## src/rtl/prv_trap_ctrl_if.sv

```systemverilog
// Privilege/pipeline trap connection: hazard flags, interrupts and CSR values in; redirect and CSR strobes out.
// Pure wiring, no latency.
// No backpressure: the hazard unit holds its requests until the pipeline restarts.
interface prv_trap_ctrl_if;
    // exception flags from the hazard unit
    logic        fault_insn;
    logic        mal_insn;
    logic        illegal_insn;
    logic        fault_l;
    logic        mal_l;
    logic        fault_s;
    logic        mal_s;
    logic        breakpoint;
    logic        env;
    logic        fault_insn_page;
    logic        fault_load_page;
    logic        fault_store_page;
    // xRET / WFI requests and drain status
    logic        mret;
    logic        sret;
    logic        wfi;
    logic        pipe_clear;
    logic [31:0] epc;
    logic [31:0] badaddr;
    // interrupts (already masked by mie) and CSR state
    logic        timer_int;
    logic        soft_int;
    logic        ext_int;
    logic        mstatus_mie;
    logic [1:0]  curr_privilege_level;
    logic [31:0] mtvec;
    logic [31:0] mepc;
    logic [31:0] sepc;
    // redirect and CSR update results
    logic [31:0] priv_pc;
    logic        insert_pc;
    logic        intr;
    logic        trap_take;
    logic        mret_take;
    logic        sret_take;
    logic [31:0] cause_out;
    logic [31:0] epc_out;
    logic [31:0] tval_out;

    // trap sequencer side
    modport slave (
        input  fault_insn, mal_insn, illegal_insn, fault_l, mal_l, fault_s, mal_s,
               breakpoint, env, fault_insn_page, fault_load_page, fault_store_page,
               mret, sret, wfi, pipe_clear, epc, badaddr,
               timer_int, soft_int, ext_int, mstatus_mie, curr_privilege_level,
               mtvec, mepc, sepc,
        output priv_pc, insert_pc, intr, trap_take, mret_take, sret_take,
               cause_out, epc_out, tval_out
    );

    // hazard unit / CSR file side
    modport master (
        output fault_insn, mal_insn, illegal_insn, fault_l, mal_l, fault_s, mal_s,
               breakpoint, env, fault_insn_page, fault_load_page, fault_store_page,
               mret, sret, wfi, pipe_clear, epc, badaddr,
               timer_int, soft_int, ext_int, mstatus_mie, curr_privilege_level,
               mtvec, mepc, sepc,
        input  priv_pc, insert_pc, intr, trap_take, mret_take, sret_take,
               cause_out, epc_out, tval_out
    );
endinterface

```

## src/rtl/prv_trap_ctrl.sv

```systemverilog
// Trap sequencer: arbitrates exceptions > interrupts > mret > sret > wfi, drains the pipe, then redirects.
// Latency: request to insert_pc is 2 cycles minimum, else 1 cycle after the first pipe_clear.
// Backpressure: waits in DRAIN for pipe_clear; requests seen in DRAIN/REDIRECT are ignored.
// Optional macro PRV_VECTORED_TRAP_EN enables vectored interrupt targets (mtvec mode 01).
module prv_trap_ctrl (
    input  logic           CLK,
    input  logic           nRST,
    prv_trap_ctrl_if.slave pif
);
    typedef logic [31:0] word_t;

    typedef enum logic [1:0] {
        ST_IDLE     = 2'd0,
        ST_DRAIN    = 2'd1,
        ST_REDIRECT = 2'd2,
        ST_SLEEP    = 2'd3
    } state_t;

    typedef enum logic [1:0] {
        K_TRAP = 2'd0,
        K_MRET = 2'd1,
        K_SRET = 2'd2
    } kind_t;

    // exception cause codes
    localparam word_t C_MAL_INSN       = 32'd0;
    localparam word_t C_FAULT_INSN     = 32'd1;
    localparam word_t C_ILLEGAL_INSN   = 32'd2;
    localparam word_t C_BREAKPOINT     = 32'd3;
    localparam word_t C_MAL_L          = 32'd4;
    localparam word_t C_FAULT_L        = 32'd5;
    localparam word_t C_MAL_S          = 32'd6;
    localparam word_t C_FAULT_S        = 32'd7;
    localparam word_t C_ENV_U          = 32'd8;
    localparam word_t C_ENV_S          = 32'd9;
    localparam word_t C_ENV_M          = 32'd11;
    localparam word_t C_INSN_PAGE      = 32'd12;
    localparam word_t C_LOAD_PAGE      = 32'd13;
    localparam word_t C_STORE_PAGE     = 32'd15;
    // interrupt cause codes (bit 31 set)
    localparam word_t C_INT_SOFT       = 32'h8000_0003;
    localparam word_t C_INT_TIMER      = 32'h8000_0007;
    localparam word_t C_INT_EXT        = 32'h8000_000B;

    state_t state;
    kind_t  kind;
    word_t  cause_r;
    word_t  epc_r;
    word_t  tval_r;
    word_t  priv_pc_r;
    logic   intr_r;

    logic   exc_vld;
    word_t  exc_cause;
    word_t  exc_tval;
    word_t  env_cause;

    logic   int_pend;
    logic   int_take;
    word_t  int_cause;

    word_t  tvec_base;
    word_t  trap_tgt;
    word_t  redirect_pc;

    // environment call cause depends on the privilege it was issued from
    always_comb begin
        env_cause = C_ENV_M;
        case (pif.curr_privilege_level)
            2'd0:    env_cause = C_ENV_U;
            2'd1:    env_cause = C_ENV_S;
            default: env_cause = C_ENV_M;
        endcase
    end

    // highest-priority exception with its tval (epc for fetch-side, badaddr for data-side)
    always_comb begin
        exc_vld   = 1'b1;
        exc_cause = '0;
        exc_tval  = '0;
        if (pif.breakpoint) begin
            exc_cause = C_BREAKPOINT;
        end else if (pif.fault_insn_page) begin
            exc_cause = C_INSN_PAGE;
            exc_tval  = pif.epc;
        end else if (pif.fault_insn) begin
            exc_cause = C_FAULT_INSN;
            exc_tval  = pif.epc;
        end else if (pif.mal_insn) begin
            exc_cause = C_MAL_INSN;
            exc_tval  = pif.epc;
        end else if (pif.illegal_insn) begin
            exc_cause = C_ILLEGAL_INSN;
            exc_tval  = pif.epc;
        end else if (pif.env) begin
            exc_cause = env_cause;
        end else if (pif.mal_s) begin
            exc_cause = C_MAL_S;
            exc_tval  = pif.badaddr;
        end else if (pif.mal_l) begin
            exc_cause = C_MAL_L;
            exc_tval  = pif.badaddr;
        end else if (pif.fault_store_page) begin
            exc_cause = C_STORE_PAGE;
            exc_tval  = pif.badaddr;
        end else if (pif.fault_load_page) begin
            exc_cause = C_LOAD_PAGE;
            exc_tval  = pif.badaddr;
        end else if (pif.fault_s) begin
            exc_cause = C_FAULT_S;
            exc_tval  = pif.badaddr;
        end else if (pif.fault_l) begin
            exc_cause = C_FAULT_L;
            exc_tval  = pif.badaddr;
        end else begin
            exc_vld   = 1'b0;
        end
    end

    assign int_pend = pif.timer_int | pif.soft_int | pif.ext_int;
    assign int_take = int_pend & pif.mstatus_mie;

    // interrupt priority: external, then software, then timer
    always_comb begin
        int_cause = C_INT_TIMER;
        if (pif.ext_int) begin
            int_cause = C_INT_EXT;
        end else if (pif.soft_int) begin
            int_cause = C_INT_SOFT;
        end
    end

    assign tvec_base = {pif.mtvec[31:2], 2'b00};

`ifdef PRV_VECTORED_TRAP_EN
    // vectored mode offsets interrupts by 4*cause; exceptions always use the base
    assign trap_tgt = (intr_r && (pif.mtvec[1:0] == 2'b01))
                    ? tvec_base + {cause_r[29:0], 2'b00}
                    : tvec_base;
`else
    // direct mode only: mode bits are not interpreted
    logic unused_mode;
    assign unused_mode = ^pif.mtvec[1:0];
    assign trap_tgt    = tvec_base;
`endif

    // redirect target by the kind of event latched at request time
    always_comb begin
        redirect_pc = trap_tgt;
        case (kind)
            K_MRET:  redirect_pc = pif.mepc;
            K_SRET:  redirect_pc = pif.sepc;
            default: redirect_pc = trap_tgt;
        endcase
    end

    // sequencer: arbitrate in IDLE/SLEEP, hold through DRAIN, one-cycle REDIRECT
    always_ff @(posedge CLK or negedge nRST) begin
        if (!nRST) begin
            state     <= ST_IDLE;
            kind      <= K_TRAP;
            cause_r   <= '0;
            epc_r     <= '0;
            tval_r    <= '0;
            intr_r    <= 1'b0;
            priv_pc_r <= '0;
        end else begin
            case (state)
                ST_IDLE, ST_SLEEP: begin
                    if (exc_vld) begin
                        cause_r <= exc_cause;
                        epc_r   <= pif.epc;
                        tval_r  <= exc_tval;
                        intr_r  <= 1'b0;
                        kind    <= K_TRAP;
                        state   <= ST_DRAIN;
                    end else if (int_take) begin
                        cause_r <= int_cause;
                        epc_r   <= pif.epc;
                        tval_r  <= '0;
                        intr_r  <= 1'b1;
                        kind    <= K_TRAP;
                        state   <= ST_DRAIN;
                    end else if (state == ST_SLEEP) begin
                        // a masked interrupt still wakes the core, without a trap
                        if (int_pend) begin
                            state <= ST_IDLE;
                        end
                    end else if (pif.mret) begin
                        intr_r <= 1'b0;
                        kind   <= K_MRET;
                        state  <= ST_DRAIN;
                    end else if (pif.sret) begin
                        intr_r <= 1'b0;
                        kind   <= K_SRET;
                        state  <= ST_DRAIN;
                    end else if (pif.wfi) begin
                        state  <= ST_SLEEP;
                    end
                end
                ST_DRAIN: begin
                    if (pif.pipe_clear) begin
                        priv_pc_r <= redirect_pc;
                        state     <= ST_REDIRECT;
                    end
                end
                ST_REDIRECT: begin
                    state <= ST_IDLE;
                end
                default: begin
                    state <= ST_IDLE;
                end
            endcase
        end
    end

    // strobes are pure decodes of REDIRECT so each lasts exactly one cycle
    assign pif.insert_pc = (state == ST_REDIRECT);
    assign pif.trap_take = (state == ST_REDIRECT) && (kind == K_TRAP);
    assign pif.mret_take = (state == ST_REDIRECT) && (kind == K_MRET);
    assign pif.sret_take = (state == ST_REDIRECT) && (kind == K_SRET);

    assign pif.priv_pc   = priv_pc_r;
    assign pif.intr      = intr_r;
    assign pif.cause_out = cause_r;
    assign pif.epc_out   = epc_r;
    assign pif.tval_out  = tval_r;

endmodule

```

## src/flat_wrapper.sv

```systemverilog
// flat-port wrapper written by rule: the top's interface ports become plain ports
module prv_trap_ctrl_flat 
  (CLK, nRST, pif_fault_insn, pif_mal_insn, pif_illegal_insn, pif_fault_l, pif_mal_l, pif_fault_s, pif_mal_s, pif_breakpoint, pif_env, pif_fault_insn_page, pif_fault_load_page, pif_fault_store_page, pif_mret, pif_sret, pif_wfi, pif_pipe_clear, pif_epc, pif_badaddr, pif_timer_int, pif_soft_int, pif_ext_int, pif_mstatus_mie, pif_curr_privilege_level, pif_mtvec, pif_mepc, pif_sepc, pif_priv_pc, pif_insert_pc, pif_intr, pif_trap_take, pif_mret_take, pif_sret_take, pif_cause_out, pif_epc_out, pif_tval_out);
  prv_trap_ctrl_if pif_i ();
  input  logic CLK;
  input  logic nRST;
  input wire logic [$bits(pif_i.fault_insn)-1:0] pif_fault_insn;
  input wire logic [$bits(pif_i.mal_insn)-1:0] pif_mal_insn;
  input wire logic [$bits(pif_i.illegal_insn)-1:0] pif_illegal_insn;
  input wire logic [$bits(pif_i.fault_l)-1:0] pif_fault_l;
  input wire logic [$bits(pif_i.mal_l)-1:0] pif_mal_l;
  input wire logic [$bits(pif_i.fault_s)-1:0] pif_fault_s;
  input wire logic [$bits(pif_i.mal_s)-1:0] pif_mal_s;
  input wire logic [$bits(pif_i.breakpoint)-1:0] pif_breakpoint;
  input wire logic [$bits(pif_i.env)-1:0] pif_env;
  input wire logic [$bits(pif_i.fault_insn_page)-1:0] pif_fault_insn_page;
  input wire logic [$bits(pif_i.fault_load_page)-1:0] pif_fault_load_page;
  input wire logic [$bits(pif_i.fault_store_page)-1:0] pif_fault_store_page;
  input wire logic [$bits(pif_i.mret)-1:0] pif_mret;
  input wire logic [$bits(pif_i.sret)-1:0] pif_sret;
  input wire logic [$bits(pif_i.wfi)-1:0] pif_wfi;
  input wire logic [$bits(pif_i.pipe_clear)-1:0] pif_pipe_clear;
  input wire logic [$bits(pif_i.epc)-1:0] pif_epc;
  input wire logic [$bits(pif_i.badaddr)-1:0] pif_badaddr;
  input wire logic [$bits(pif_i.timer_int)-1:0] pif_timer_int;
  input wire logic [$bits(pif_i.soft_int)-1:0] pif_soft_int;
  input wire logic [$bits(pif_i.ext_int)-1:0] pif_ext_int;
  input wire logic [$bits(pif_i.mstatus_mie)-1:0] pif_mstatus_mie;
  input wire logic [$bits(pif_i.curr_privilege_level)-1:0] pif_curr_privilege_level;
  input wire logic [$bits(pif_i.mtvec)-1:0] pif_mtvec;
  input wire logic [$bits(pif_i.mepc)-1:0] pif_mepc;
  input wire logic [$bits(pif_i.sepc)-1:0] pif_sepc;
  output wire logic [$bits(pif_i.priv_pc)-1:0] pif_priv_pc;
  output wire logic [$bits(pif_i.insert_pc)-1:0] pif_insert_pc;
  output wire logic [$bits(pif_i.intr)-1:0] pif_intr;
  output wire logic [$bits(pif_i.trap_take)-1:0] pif_trap_take;
  output wire logic [$bits(pif_i.mret_take)-1:0] pif_mret_take;
  output wire logic [$bits(pif_i.sret_take)-1:0] pif_sret_take;
  output wire logic [$bits(pif_i.cause_out)-1:0] pif_cause_out;
  output wire logic [$bits(pif_i.epc_out)-1:0] pif_epc_out;
  output wire logic [$bits(pif_i.tval_out)-1:0] pif_tval_out;
  assign pif_i.fault_insn = pif_fault_insn;
  assign pif_i.mal_insn = pif_mal_insn;
  assign pif_i.illegal_insn = pif_illegal_insn;
  assign pif_i.fault_l = pif_fault_l;
  assign pif_i.mal_l = pif_mal_l;
  assign pif_i.fault_s = pif_fault_s;
  assign pif_i.mal_s = pif_mal_s;
  assign pif_i.breakpoint = pif_breakpoint;
  assign pif_i.env = pif_env;
  assign pif_i.fault_insn_page = pif_fault_insn_page;
  assign pif_i.fault_load_page = pif_fault_load_page;
  assign pif_i.fault_store_page = pif_fault_store_page;
  assign pif_i.mret = pif_mret;
  assign pif_i.sret = pif_sret;
  assign pif_i.wfi = pif_wfi;
  assign pif_i.pipe_clear = pif_pipe_clear;
  assign pif_i.epc = pif_epc;
  assign pif_i.badaddr = pif_badaddr;
  assign pif_i.timer_int = pif_timer_int;
  assign pif_i.soft_int = pif_soft_int;
  assign pif_i.ext_int = pif_ext_int;
  assign pif_i.mstatus_mie = pif_mstatus_mie;
  assign pif_i.curr_privilege_level = pif_curr_privilege_level;
  assign pif_i.mtvec = pif_mtvec;
  assign pif_i.mepc = pif_mepc;
  assign pif_i.sepc = pif_sepc;
  assign pif_priv_pc = pif_i.priv_pc;
  assign pif_insert_pc = pif_i.insert_pc;
  assign pif_intr = pif_i.intr;
  assign pif_trap_take = pif_i.trap_take;
  assign pif_mret_take = pif_i.mret_take;
  assign pif_sret_take = pif_i.sret_take;
  assign pif_cause_out = pif_i.cause_out;
  assign pif_epc_out = pif_i.epc_out;
  assign pif_tval_out = pif_i.tval_out;
  prv_trap_ctrl u_core (.CLK(CLK), .nRST(nRST), .pif(pif_i));
endmodule
```

## config.mk

```make
export PLATFORM = sky130hd
export DESIGN_NAME = prv_trap_ctrl_flat
export DESIGN_NICKNAME = d
export VERILOG_FILES = /design/src/rtl/prv_trap_ctrl_if.sv /design/src/rtl/prv_trap_ctrl.sv /design/src/flat_wrapper.sv
export SDC_FILE = /design/constraint.sdc
export NUM_CORES = 1
export LEC_CHECK = 0
export CORE_ASPECT_RATIO = 0.6
export CORE_MARGIN = 10
export CORE_UTILIZATION = 40
export DETAILED_ROUTE_END_ITERATION = 12
export PLACE_DENSITY = 0.84
export SLEW_MARGIN = 40
export SYNTH_ARGS = -nofsm -noshare
export SYNTH_HDL_FRONTEND = slang
export SYNTH_SLANG_ARGS = --single-unit
```

## constraint.sdc

```tcl
create_clock -name CLK -period 3.7 [get_ports CLK]
set_clock_uncertainty 0.15 [all_clocks]
set_input_delay 0.555 -clock CLK [delete_from_list [all_inputs] [get_ports CLK]]
set_output_delay 0.555 -clock CLK [all_outputs]
set_load 0.01 [all_outputs]
```

==> reports/metrics.csv <==
metric,value,unit
port_buffers,287,
dp_hpwl,15.6,mm
slew_violations,0,
pin_count,317,
vdd_drop_max,0.538,mV
core_area,13100,um2
cp.required,3.77,ns
worstMarginPinSlew,0.709,ns
grt_max_degree,107,
synthToLayoutAreaGrowth,58.5,%
slew_headroom,52.6,%
path_max_fanout,68,
power,5.65,mW
final_cell_mix,"286 x clkdlybuf4s50_1, 106 x dfrtp_1, 103 x nand2_1, 73 x o21ai_0, 59 x a21oi_1",
worstHoldPathType,input pin to asynchronous set/reset pin,
rsz0062_at_grt,false,
rows,32,
layout.nets,1040,
wl_per_cell,19.4,um
netlist_area,5460,um2
yosysUniqueCellTypes,42,
syn_area_per_cell,9.36,um2
clockBufferDepth,2,
grt_pass1_vias,5255,
worst_setup_path_start_kind,input pin,
ant_nets,0,
clkLatencyLatePin,0.34,ns
max_freq,354,MHz
cts_sinks,106,
grt_use_total,19.9,%
yosysSeqAreaShare,48.6,%
syn_inst,583,
drt_iter0_drc,458,
finalWirelength,19.9,mm
drive_gt1_share,4.57,%
avgViaCountPerCell,5.16,
synth_warnings,0,
via_count,5285,
regToRegSetupSlack,1.45,ns
worstSetupPathType,input pin to register,
diodes,0,
ys_ff_latch,106,
power_density,653,nW/um2
use_met2,33.6,%
cts_root_buf,clkbuf_16,
die_y,110,um
cap_violations,0,
busiest_layer,met2,
cts_buffers,9,
grtUsageMet3,6.35,%
mostFrequentLayoutCell,clkdlybuf4s50_1,
start_util,41.7,%
h-tree-depth,3,
antenna_found_initial,0,
period_minus_slack,2.83,ns
cts_tree,yes,
status,finished clean,
setup_viol,0,
overflow,0,
met1_usage,24.8,%
drc_errors,0,
hold_viol,0,
instances_no_fill,1024,
cts_setup_buffers,0,
period_share,76.5,%
synth_top_area_share,48.6,%
gp_congestion,0.848,
yosys.area.top_type,dfrtp_1,
die_area,18900,um2
arrival,2.90,ns
grt_pass1_wl,30.4,mm
clk_pin_slew,0.07,ns
p_leak,3.49,nW
cts_resized,0,
fin_setup_tns,0,ns
fin_util,66.1,%
first_pass_iters,5,
place_inst,1008,
die_x,171,um
worst_setup_path_end_kind,register,
postCtsHoldBufs,0,
synth.area.top_cells,"dfrtp_1 49%, nand2_1 7.2%, o21ai_0 6.7%",
[worst max-delay path, stage by stage]
cell and delay [ns]:
clkdlybuf4s50_1 0.57, or4_4 0.62, nor3_2 0.21, a31o_2 0.22, buf_12 0.29, mux2_1 0.37
[area by class of cell]
cell class                      count  area (um2)
Inverter                           10        37.5
Sequential cell                   106        2650
Clock inverter                      6        48.8
Fill cell                        1050        4440
Clock buffer                       10         239
Multi-Input combinational cell    426        2490
Tap cell                          170         213
Timing Repair Buffer              296        2960
[path summary, 6_finish.rpt]
check	start	endpoint	depth (start not counted)
min reg2reg	u_core.pif.priv_pc[26]	u_core.pif.priv_pc[26]	2
max reg2reg	u_core.state[0]	u_core.pif.cause_out[3]	6
min	nRST	u_core.pif.epc_out[4]	2
max in group asynchronous	nRST	u_core.pif.epc_out[15]	2
min in group CLK	u_core.pif.priv_pc[26]	u_core.pif.priv_pc[26]	2
max	pif_illegal_insn	u_core.pif.epc_out[10]	6
[logic make-up after synthesis]
group / Yosys count / share of synthesized area [%]
flops: 106 / 48.6
buf+inv: 77 / 7.86
mux: 32 / 6.60
simple gates: 147 / 12.0
fa+ha+maj: 7 / 1.60
other cells: 1 / 0.0687
compound gates: 213 / 23.2
[synth_stat cells, drive strengths merged]
master and count:
o22a 2, a32oi 1, and2 4, or2 3
a22oi 33, ha 7, nand2b 4, or4 4
conb 1, a21boi 1, a21oi 59, o2bb2ai 1
buf 41, o22ai 1, nor4 2, or3 1
o21ai 74, nand3 2, mux2 32, o311a 1
o211ai 2, nor2 10, inv 10, o21bai 1
nor2b 8, a31o 1, nor4b 1, clkbuf 26
nand2 104, dfrtp 106, o221ai 1, o31ai 29
a31oi 6, nor3 4
[layer usage]
layer / vias to the layer above / share of wire, %
met2: 173 / 50
met1: 2547 / 42
met4: 0 / 0.39
met5: - / 0
li1: 2557 / -
met3: 8 / 7.4
[sequential cells by signal, summed over array words and instances (netlist names)]
| signal | cells |
|---|---|
| u_core.pif.epc_out | 32 |
| u_core.pif.tval_out | 32 |
| u_core.state | 2 |
| u_core.pif.intr | 1 |
| u_core.pif.cause_out | 5 |
| u_core.pif.priv_pc | 32 |
| u_core.kind | 2 |
[through the flow]
stage | setup WS [ns] | hold slack [ns] | instance area (um2)
2_1_floorplan | 1.32 | 0.109 | 5560
3_3_place_gp | 0.474 | 0.310 | 8350
3_5_place_dp | 0.559 | 0.315 | 8360
4_1_cts | 0.918 | 0.158 | 8650
5_1_grt | 0.805 | 0.171 | 8650
6_report | 0.871 | 0.126 | 8650
[power breakdown]
part | switching [mW] | leakage [nW] | internal (mW)
clock | 0.443 | 0.137 | 0.483
sequential | 0.255 | 1.32 | 1.66
combinational | 1.33 | 2.03 | 1.48
total | 2.03 | 3.49 | 3.62
(Power assumes the default switching activity.)
